**src/rtl/spi_flash_reader_pkg.sv**
```systemverilog
// spi_flash_reader_pkg: shared types and constants for the serial flash reader
package spi_flash_reader_pkg;
   typedef enum logic [1:0] {IDLE, XFER, DONE, RELEASE} state_t;
   localparam int XFER_BITS = 40;
   localparam int ADDR_W = 24;
   localparam int DATA_W = 8;
   localparam int DATA_START = XFER_BITS - DATA_W;
   localparam logic [7:0] READ_CMD_DEF = 8'h03;
endpackage

```
**src/rtl/spi_flash_reader_phase_timer.sv**
```systemverilog
// spi_phase_timer: one-cycle tick at the end of every CLK_DIV-cycle SCK phase
module spi_phase_timer #(
   parameter int CLK_DIV = 2
) (
   input  logic clk,
   input  logic rstn,
   input  logic en,
   output logic phase_tick
);
   localparam int CW = $clog2(CLK_DIV) + 1;
   logic [CW-1:0] cnt_q, cnt_d;
   assign phase_tick = en && (cnt_q == CW'(CLK_DIV - 1));
   // restart the count at every phase boundary and hold it at zero while idle
   always_comb cnt_d = (!en || phase_tick) ? '0 : cnt_q + 1'b1;
   // phase counter register
   always_ff @(posedge clk) cnt_q <= !rstn ? '0 : cnt_d;
endmodule

```
**src/rtl/spi_flash_reader.sv**
```systemverilog
// spi_flash_reader: single-byte SPI mode-0 READ serving the flash-data handshake
module spi_flash_reader
   import spi_flash_reader_pkg::*;
#(
   parameter int CLK_DIV = 2,
   parameter logic [7:0] READ_CMD = READ_CMD_DEF
) (
   input  logic              clk,
   input  logic              rstn,
   input  logic              fd_valid,
   input  logic [ADDR_W-1:0] fd_address,
   output logic              fd_ready,
   output logic [DATA_W-1:0] fd,
   output logic              busy,
   output logic              spi_cs_n,
   output logic              spi_sck,
   output logic              spi_mosi,
   input  logic              spi_miso
);
   state_t                 state_q;
   logic [XFER_BITS-1:0]   sh_q;
   logic [DATA_W-1:0]      rx_q, fd_q;
   logic [5:0]             bit_q;
   logic                   last_q, hold_q, sck_q, cs_n_q, busy_q, rdy_q, tick;
   spi_phase_timer #(.CLK_DIV(CLK_DIV)) u_timer (
      .clk(clk),
      .rstn(rstn),
      .en(state_q == XFER),
      .phase_tick(tick)
   );
   assign fd_ready = rdy_q;
   assign fd       = fd_q;
   assign busy     = busy_q;
   assign spi_cs_n = cs_n_q;
   assign spi_sck  = sck_q;
   assign spi_mosi = sh_q[XFER_BITS-1];
   // transaction FSM: shift out command/address, sample data on high-phase ends, hand back the byte
   always_ff @(posedge clk) begin
      if (!rstn) begin
         state_q <= IDLE;
         sh_q    <= '0;
         rx_q    <= '0;
         fd_q    <= '0;
         bit_q   <= '0;
         last_q  <= 1'b0;
         hold_q  <= 1'b0;
         sck_q   <= 1'b0;
         cs_n_q  <= 1'b1;
         busy_q  <= 1'b0;
         rdy_q   <= 1'b0;
      end else begin
         rdy_q <= 1'b0;
         case (state_q)
            IDLE: if (fd_valid) begin
               sh_q    <= {READ_CMD, fd_address, {DATA_W{1'b0}}};
               rx_q    <= '0;
               bit_q   <= '0;
               last_q  <= 1'b0;
               hold_q  <= 1'b0;
               sck_q   <= 1'b0;
               cs_n_q  <= 1'b0;
               busy_q  <= 1'b1;
               state_q <= XFER;
            end
            XFER: if (tick) begin
               if (sck_q) begin
                  sck_q <= 1'b0;
                  sh_q  <= {sh_q[XFER_BITS-2:0], 1'b0};
                  if (bit_q >= 6'(DATA_START)) rx_q <= {rx_q[DATA_W-2:0], spi_miso};
                  if (bit_q == 6'(XFER_BITS - 1)) last_q <= 1'b1;
                  else bit_q <= bit_q + 6'd1;
               end else if (!last_q) begin
                  sck_q <= 1'b1;
               end else if (!hold_q) begin
                  hold_q <= 1'b1;
               end else begin
                  cs_n_q  <= 1'b1;
                  fd_q    <= rx_q;
                  rdy_q   <= 1'b1;
                  state_q <= DONE;
               end
            end
            DONE: state_q <= RELEASE;
            RELEASE: if (!fd_valid) begin
               busy_q  <= 1'b0;
               state_q <= IDLE;
            end
            default: state_q <= IDLE;
         endcase
      end
   end
endmodule

```
**config.mk**
```make
export PLATFORM = sky130hd
export DESIGN_NAME = spi_flash_reader
export DESIGN_NICKNAME = d
export VERILOG_FILES = /design/src/rtl/spi_flash_reader_pkg.sv /design/src/rtl/spi_flash_reader_phase_timer.sv /design/src/rtl/spi_flash_reader.sv
export SDC_FILE = /design/constraint.sdc
export NUM_CORES = 1
export LEC_CHECK = 0
export BUFFER_PORTS_ARGS = -buffer_cell sky130_fd_sc_hd__buf_2
export CAP_MARGIN = 10
export CORE_ASPECT_RATIO = 0.7
export CORE_MARGIN = 4
export CORE_UTILIZATION = 65
export CTS_BUF_LIST = sky130_fd_sc_hd__clkbuf_8
export DETAILED_ROUTE_END_ITERATION = 10
export GPL_TIMING_DRIVEN = 0
export PLACE_DENSITY = 0.85
export SETUP_SLACK_MARGIN = 0.4
export SLEW_MARGIN = 20
export SYNTH_ARGS = -nofsm -noshare
export SYNTH_HDL_FRONTEND = slang
export SYNTH_SLANG_ARGS = --single-unit
```
**constraint.sdc**
```tcl
create_clock -name clk -period 5 [get_ports clk]
set_input_delay 1 -clock clk [delete_from_list [all_inputs] [get_ports clk]]
set_output_delay 1 -clock clk [all_outputs]
set_load 0.02 [all_outputs]
```
# [Yosys cells after proc, flatten, opt, wreduce, memory -nomap -nowiden]
# Cells that the tools add are included.
[word_totals] input_bits=28 reg_bits=72
[classes] reduce_logical=18 addsub=2 bitwise=5 n_eq_ne=15 muxes=43 n_lt_le_gt_ge=1
[ops] op="$mux W40" n=3
[ops] op="$pmux W40 S2" n=1
[ops] op="$mux W8" n=4
[ops] op="$reduce_and A5 Y1" n=5
[ops] op="$mux W6" n=4
[ops] op="$ne A2 B2 Y1 const B" n=10
[ops] op="$mux W1" n=17
[ops] op="$pmux W8 S2" n=1
[ops] op="$mux W2" n=6
[ops] op="$pmux W6 S2" n=1
[ops] op="$reduce_and A6 Y1" n=2
[ops] op="$pmux W1 S2" n=5
[ops] op="$pmux W2 S4" n=1
[ops] op="$add A6 B1 Y6 const B" n=1
[ops] op="$eq A6 B6 Y1 const B" n=1
[ops] op="$ge A6 B6 Y1 const B" n=1
[ops] op="$reduce_and A3 Y1" n=2
[ops] op="$not A1 Y1" n=5
[ops] op="$reduce_or A5 Y1" n=1
[ops] op="$eq A2 B1 Y1 const B" n=2
[ops] op="$eq A2 B2 Y1 const B" n=2
[ops] op="$reduce_and A4 Y1" n=1
[ops] op="$reduce_bool A2 Y1" n=2
[ops] op="$add A2 B1 Y2 const B" n=1
[ops] op="other kinds (5)" n=5

# [Logic depth before layout (Yosys ltp)]
# Gate-level depths: netlist (run 1).
[logic_depth] depth_word=5 ltp_mapped=8 mapped_depth_nobuf=5

# [By module]
# From an unflattened synthesis (run 1), not the netlist that was laid out.
[hier_totals] cells_unflattened=309 hier_area_um2=2884.0
[by_module_without_submodules] mod="spi_flash_reader" cells_each=302 instances=1 area_per_inst_um2=2795.2
[by_module_without_submodules] mod="spi_phase_timer" cells_each=7 instances=1 area_per_inst_um2=88.8

# [Worst setup path before layout (run 1)]
# OpenSTA, ideal clock, no wires.
[synth_path] path_kind="input to register" from="input port rstn" to="register sh_q[32]" t_arrival_ns=1.727 setup_ns=0.143 path_stages=4 slack_ns=3.130 path_cell_list="inv_2 buf_2 buf_1 a211oi_1"
[synth_lines] element="from (decl)" line="spi_flash_reader.sv:9" source="input logic rstn,"
[synth_lines] element="to (signal assigned)" line="spi_flash_reader.sv:55" source="sh_q <= {READ_CMD, fd_address, {DATA_W{1'b0}}};"
[synth_lines] element="to (signal assigned)" line="spi_flash_reader.sv:68" source="sh_q <= {sh_q[XFER_BITS-2:0], 1'b0};"
[synth_lines] element="to (decl)" line="spi_flash_reader.sv:21" source="logic [XFER_BITS-1:0] sh_q;"
# No word-level cell between the ends.

# [Final worst setup path (run 1)]
[layout_path] from="register sck_q (netlist: spi_sck)" to="output port spi_sck"
[layout_lines] element="from (decl)" line="spi_flash_reader.sv:24" source="logic last_q, hold_q, sck_q, cs_n_q, busy_q, rdy_q, tick;"
[layout_lines] element="from (signal assigned)" line="spi_flash_reader.sv:47" source="sck_q <= 1'b0;"
[layout_lines] element="from (signal assigned)" line="spi_flash_reader.sv:60" source="sck_q <= 1'b0;"
[layout_lines] element="from (signal assigned)" line="spi_flash_reader.sv:67" source="sck_q <= 1'b0;"
[layout_lines] element="to (decl)" line="spi_flash_reader.sv:16" source="output logic spi_sck,"
# No word-level cell between the ends.

==> results of run 1 <==
## worst paths after layout
check / from / end / cells after the start
worst max-delay path: spi_sck$_SDFFE_PN0P_ / spi_sck / 1
worst min-delay path: u_timer.cnt_q[0]$_SDFF_PP0_ / u_timer.cnt_q[0]$_SDFF_PP0_ / 1
worst max register to register: state_q[0]$_SDFFE_PN0P_ / sh_q[22]$_SDFFE_PN0P_ / 7
worst min register to register: u_timer.cnt_q[0]$_SDFF_PP0_ / u_timer.cnt_q[0]$_SDFF_PP0_ / 1
## cells in the mapped netlist (2+ instances only)
master    instances  share of area
and3_1            2         0.0037
mux2i_1          25          0.074
buf_12            3          0.018
dfxtp_1          64           0.38
nand4_1           3         0.0056
nand3_1          27          0.040
nand2b_1          2         0.0037
o21ai_1          10          0.015
buf_4             5          0.011
o22ai_1           3         0.0056
buf_6             5          0.017
a21oi_2          22          0.057
nor2b_1           5         0.0093
buf_2            10          0.015
a211oi_2         24          0.089
o311ai_1          4          0.010
a21o_1            4         0.0089
a21oi_1          21          0.031
nor4_1            3         0.0056
o21ai_0          10          0.015
a211oi_1          4         0.0089
nor3_1            5         0.0074
a31oi_1           4         0.0074
nand2_1          19          0.021
nor2_1            3         0.0033
a311o_1           4          0.012
ha_1              7          0.026
clkbuf_1          4         0.0045
inv_1            10          0.011
or3_1             2         0.0037
## stage by stage
stage                     hold WS [ns]  instance area [um2]  total power (uW)
final                            0.440                 3820              2090
after global routing             0.468                 3820              2200
after CTS                        0.445                 3820              2090
after detailed placement         0.436                 3650              1710
after global placement           0.420                 3650              1680
after floorplan                  0.408                 3370              1510
## power breakdown
| group | internal, uW | switching (uW) |
|---|---|---|
| combinational | 428 | 583 |
| sequential | 620 | 77.1 |
| clock | 186 | 193 |
## flip-flops by register name, indices dropped and copies added, names as in the netlist
signal / flops
fd_ready: 1
sh_q: 32
spi_cs_n: 1
state_q: 2
rx_q: 8
spi_sck: 1
u_timer.cnt_q: 2
bit_q: 6
hold_q: 1
busy: 1
last_q: 1
fd: 8
## per-layer routing
layer | part of all wire | wire [um] | up-vias | global-route usage
met5 | 0 | 0 | - | 0
met4 | 0.015 | 114 | 0 | 0.0883
met3 | 0.062 | 491 | 16 | 0.0615
met2 | 0.45 | 3550 | 107 | 0.398
met1 | 0.47 | 3700 | 1358 | 0.351
li1 | - | - | 1372 | -
## placed cells by master (no fill, tap or decap), drive strengths merged, types with 4 or more instances in the layout
cell type and count:
nor3 5, dfxtp 64, a31oi 4, nand2 20, a311o 4, a211oi 28
o311ai 4, clkbuf 15, ha 7, o21ai 20, nand3 27, nor2b 5
buf 65, mux2i 26, a21oi 43, a21o 4, inv 14, nor2 4
## cells by family after synthesis
| family | count (synthesis) | synth area share |
|---|---|---|
| AOI/OAI and AO/OA | 121 | 0.297 |
| adders and majority gates | 7 | 0.0260 |
| buffers and inverters | 41 | 0.0851 |
| DFF | 64 | 0.381 |
| muxes | 27 | 0.0855 |
| and+or+nand+nor | 78 | 0.126 |
## layout make-up
class | count | area [um2] | area share
well taps | 69 | 86.3 | 0.0226
repair buffers | 40 | 200 | 0.0524
flip-flops and latches | 64 | 1280 | 0.335
plain buffers | 30 | 245 | 0.0642
multi-input cells | 233 | 1800 | 0.471
clock buffers | 10 | 138 | 0.0360
clock inverters | 6 | 28.8 | 0.00753
inverters | 11 | 41.3 | 0.0108
==> results.sh, run 1 <==
export IMPL_clk_path_buf_depth=2
export IMPL_synthesis_area_per_instance_um2=9.96
export IMPL_power_density_nw_per_um2=546
export IMPL_critical_path_slowest_cell="dfxtp_1"
export IMPL_grt_first_pass_wirelength_um=12500
export IMPL_async_reset_ff_frac=0
export IMPL_max_cap_violations=0
export IMPL_cp_cell_sequence="buf_2"
export IMPL_clk_latency_ns=0.35
export IMPL_fin_crit_sh=0.430
export IMPL_pre_cts_ws_ns=2.69
export IMPL_fin_nets=424
export IMPL_io_pins=41
export IMPL_dpl_hpwl_um=5570
export IMPL_post_route_util=0.782
export IMPL_tns_ns=0
export IMPL_setup_viol=0
export IMPL_synthCells=338
export IMPL_row_count=21
export IMPL_status="completed"
export IMPL_crit_buf_inv=1
export IMPL_placedCellCount=447
export IMPL_grt_pass1_vias=2583
export IMPL_placement_io_buffers=40
export IMPL_synth_cell_types=54
export IMPL_drc=0
export IMPL_cp_end_kind="primary output"
export IMPL_initial_core_util=0.689
export IMPL_syn_area_um2=3370
export IMPL_grt_max_degree=11
export IMPL_core_area_um2=4890
export IMPL_post_cts_buffers=0
export IMPL_area_growth_pct=13.5
export IMPL_grtUsageTotal=0.256
export IMPL_ys_ff_latch=64
export IMPL_fillers=350
export IMPL_final_max_slew_viol_count=0
export IMPL_via_per_inst=6.16
export IMPL_rsz0062_at_grt="false"
export IMPL_clkTransAtPathRegs_ns=0.06
export IMPL_crit_fanout=10
export IMPL_antenna_found_initial=0
export IMPL_finClkSkew_ns=0.0126
export IMPL_ctsHtreeMaxLevel=3
export IMPL_vias=2853
export IMPL_synth_warnings=0
export IMPL_num_antenna_cells=0
export IMPL_max_stage_delay_ns=0.56
export IMPL_overflow=0
export IMPL_clock_fmax_mhz=465
export IMPL_synth_seq_area_share=0.381
export IMPL_cts_tree="built"
export IMPL_drtIter0Drc=253
export IMPL_cts_hold_buf=0
export IMPL_leakage_uw=0.00144
export IMPL_cts_resized=0
export IMPL_final_hold_violation_count=0
export IMPL_place_congestion=0.927
export IMPL_setup_ws_ns=2.85
export IMPL_crit_required_ns=4.00
export IMPL_wl_per_cell_um=17.0
export IMPL_maxSlewHeadroom=0.542
export IMPL_synthFlopType="dfxtp_1"
export IMPL_ant_nets=0
export IMPL_min_path_type="reg -> reg"
export IMPL_numCtsBuffers=9
export IMPL_die_area_um2=6410
export IMPL_die_w_um=94.0
export IMPL_firstDrtPassIters=5
export IMPL_final_cells=463
export IMPL_path_class="reg -> out"
export IMPL_synth_edf_count=0
export IMPL_fp_dieH_um=68.2
export IMPL_numClockSinks=64
export IMPL_peakVddDrop_mv=0.364
export IMPL_worst_pin_slew_ns=0.687
export IMPL_drive_gt1_frac=0.338
export IMPL_root_buffer="clkbuf_8"
export IMPL_worst_setup_path_start_kind="flip-flop"
export IMPL_fin_crit_ns=2.15
export IMPL_cp_arrival_ns=1.15
export IMPL_worst_r2r_setup_slack_ns=3.18
export IMPL_drt_total_wl_um=7860
export IMPL_worst_path_dominant_cell_family="flip-flops"
export IMPL_synth_nets=373
Power figures use the tool's default switching activity.
==> inputs of run 2 (changes only) <==
--- a/config.mk
+++ b/config.mk
@@ -9,11 +9,11 @@
 export CAP_MARGIN = 10
 export CORE_ASPECT_RATIO = 0.7
 export CORE_MARGIN = 4
-export CORE_UTILIZATION = 65
+export CORE_UTILIZATION = 54
 export CTS_BUF_LIST = sky130_fd_sc_hd__clkbuf_8
 export DETAILED_ROUTE_END_ITERATION = 10
 export GPL_TIMING_DRIVEN = 0
-export PLACE_DENSITY = 0.85
+export PLACE_DENSITY = 0.75
 export SETUP_SLACK_MARGIN = 0.4
 export SLEW_MARGIN = 20
 export SYNTH_ARGS = -nofsm -noshare
==> constraint.sdc (replaced) <==
create_clock -name clk -period 1.7 [get_ports clk]
set_input_delay 0.34 -clock clk [delete_from_list [all_inputs] [get_ports clk]]
set_output_delay 0.34 -clock clk [all_outputs]
set_load 0.02 [all_outputs]
==> run 2 against run 1 <==
  * Core utilization down 2.2 points
  * Register-to-register slack worse by 3.1 ns
  * First-iteration DRC count up 1.2%
  * Die area up 18%
  * Sequential share of layout area down 4.5 points
  * Critical path type is now reg -> reg
  * Critical endpoint is now bit_q[5]$_SDFFE_PN0P_
  * Largest cell class unchanged
  * Largest power group unchanged
==> results.sh, run 2 (synthesis gave the netlist of run 1 again) <==
export IMPL_reg2regPathDepth=7
export IMPL_num_antenna_cells=0
export IMPL_p_comb_frac=0.533
export IMPL_drtIter0Drc=256
export IMPL_fin_nets=443
export IMPL_cp_cell_sequence="inv_4, ha_4, buf_8, mux2_4, buf_12, a211oi_2, a311o_1"
export IMPL_clk_path_buf_depth=2
export IMPL_final_hold_violation_count=0
export IMPL_root_buffer="clkbuf_8"
export IMPL_final_max_slew_viol_count=0
export IMPL_maxSlewHeadroom=0.510
export IMPL_vias=3036
export IMPL_place_congestion=0.995
export IMPL_tns_ns=0
export IMPL_leakage_uw=0.00165
export IMPL_max_stage_delay_ns=0.39
export IMPL_power_density_nw_per_um2=1700
export IMPL_whs_path_depth=3
export IMPL_placement_io_buffers=40
export IMPL_layout_commonest_cell="dfxtp_1"
export IMPL_switchingPower_uw=2990
export IMPL_numClockSinks=64
export IMPL_crit_fanout=6
export IMPL_area_growth_pct=32.4
export IMPL_peakVddDrop_mv=0.812
export IMPL_grt_max_degree=11
export IMPL_max_cap_violations=0
export IMPL_antenna_found_initial=0
export IMPL_die_area_um2=7580
export IMPL_dpl_hpwl_um=5930
export IMPL_clkTransAtPathRegs_ns=0.07
export IMPL_largest_reg_flops=32
export IMPL_finalInstanceArea_um2=4460
export IMPL_min_path_type="in -> reg"
export IMPL_largest_register="sh_q"
export IMPL_setup_viol=0
export IMPL_ctsHtreeMaxLevel=3
export IMPL_crit_required_ns=2.00
export IMPL_numCtsBuffers=9
export IMPL_clock_fmax_mhz=612
export IMPL_fin_crit_ns=1.64
export IMPL_finClkSkew_ns=0.00711
export IMPL_reg2reg_to="bit_q[5]$_SDFFE_PN0P_"
export IMPL_internal_power_uw=4590
export IMPL_dpl_instance_area_um2=3740
export IMPL_min_to="sh_q[8]$_SDFFE_PN0P_"
export IMPL_worst_setup_path_start_kind="flip-flop"
export IMPL_clk_latency_ns=0.35
export IMPL_path_class="reg -> reg"
export IMPL_p_total_uw=7580
export IMPL_via_per_inst=6.22
export IMPL_crit_buf_inv=3
export IMPL_grt_pass1_vias=2869
export IMPL_cp_end_kind="flip-flop"
export IMPL_cp_arrival_ns=1.93
export IMPL_cts_tree="built"
export IMPL_wl_per_cell_um=19.2
export IMPL_worst_pin_slew_ns=0.735
export IMPL_ant_nets=0
export IMPL_io_pins=41
export IMPL_whs_ns=0.255
export IMPL_core_area_um2=5870
export IMPL_row_count=23
export IMPL_fp_dieH_um=74.1
export IMPL_worst_path_dominant_cell_family="multiplexers"
export IMPL_worst_r2r_setup_slack_ns=0.06
export IMPL_status="completed"
export IMPL_critical_path_slowest_cell="mux2_4"
export IMPL_overflow=0
export IMPL_firstDrtPassIters=5
export IMPL_grtUsageTotal=0.246
export IMPL_layout_common_cells="58 x dfxtp_1, 43 x buf_2, 26 x a211oi_2"
export IMPL_post_route_util=0.759
export IMPL_grt_first_pass_wirelength_um=14400
export IMPL_min_from="fd_address[0]"
export IMPL_p_sw_frac=0.394
export IMPL_sequentialPowerShare=0.279
export IMPL_drive_gt1_frac=0.472
export IMPL_clock_power_share=0.188
export IMPL_drt_total_wl_um=9370
export IMPL_fin_crit_sh=0.962
export IMPL_die_w_um=102
export IMPL_initial_core_util=0.574
export IMPL_rsz0062_at_grt="true"
export IMPL_drc=0
export IMPL_cts_hold_buf=0
export IMPL_r2r_start="state_q[0]$_SDFFE_PN0P_"
==> run 2: changes by cell type in the layout (fill, tap and decap cells not counted), sizes merged <==
| cell | change |
|---|---|
| clkbuf | +4 |
| clkinvlp | -1 |
| clkinv | -1 |
| inv | -2 |
| bufinv | +1 |
| buf | +18 |
==> run 2: final cells by class <==
class / instances / area (um2)
inverters: 11 / 46.3
clock buffers: 13 / 179
well taps: 75 / 93.8
plain buffers: 30 / 355
repair buffers: 59 / 395
flip-flops and latches: 64 / 1300
fillers: 397 / 1410
clock inverters: 3 / 38.8
multi-input cells: 233 / 2050
==> run 2: how the worst max path moves through the flow <==
| stage | start | end | depth (start not counted) |
|---|---|---|---|
| after floorplan | state_q[0]$_SDFFE_PN0P_ | bit_q[2]$_SDFFE_PN0P_ | 7 |
| after global placement | state_q[1]$_SDFFE_PN0P_ | rx_q[1]$_SDFFE_PN0P_ | 7 |
| after detailed placement | state_q[1]$_SDFFE_PN0P_ | sh_q[26]$_SDFFE_PN0P_ | 7 |
| after CTS | state_q[0]$_SDFFE_PN0P_ | sh_q[26]$_SDFFE_PN0P_ | 7 |
| after global routing | state_q[0]$_SDFFE_PN0P_ | sh_q[16]$_SDFFE_PN0P_ | 7 |
| final | state_q[0]$_SDFFE_PN0P_ | bit_q[5]$_SDFFE_PN0P_ | 7 |
==> run 2: timing repair <==
item	in CTS	in global routing
setup buffers	11	6
pin swaps	4	14
cloned	0	2
resized for setup	35	41
setup endpoints to repair	62	62
==> run 2: per-layer routing <==
layer  track usage  vias up  share of wire
li1              -     1403              -
met1         0.327     1503           0.44
met2         0.389      113           0.47
met3        0.0740       17          0.071
met4        0.0713        0          0.016
met5             0        -              0
==> run 2: power by group through the flow <==
stage	clock (uW)	combinational, uW	sequential, uW
6_report	1430	4030	2110
5_1_grt	1500	4290	2140
4_1_cts	1430	3580	2080
3_5_place_dp	0	3080	2110
3_3_place_gp	0	3020	2080
2_1_floorplan	0	2510	2070
==> run 2: worst min-delay path, stage by stage <==
cell     delay, ns
buf_2         0.10
nand3_1       0.07
a21oi_1       0.06
==> run 2: stage by stage <==
step | setup slack [ns] | instances
after floorplan | 0.208 | 338
after global placement | 0.0188 | 453
after detailed placement | -0.0358 | 453
after CTS | 0.0884 | 480
after global routing | 0.00137 | 488
final | 0.0647 | 488
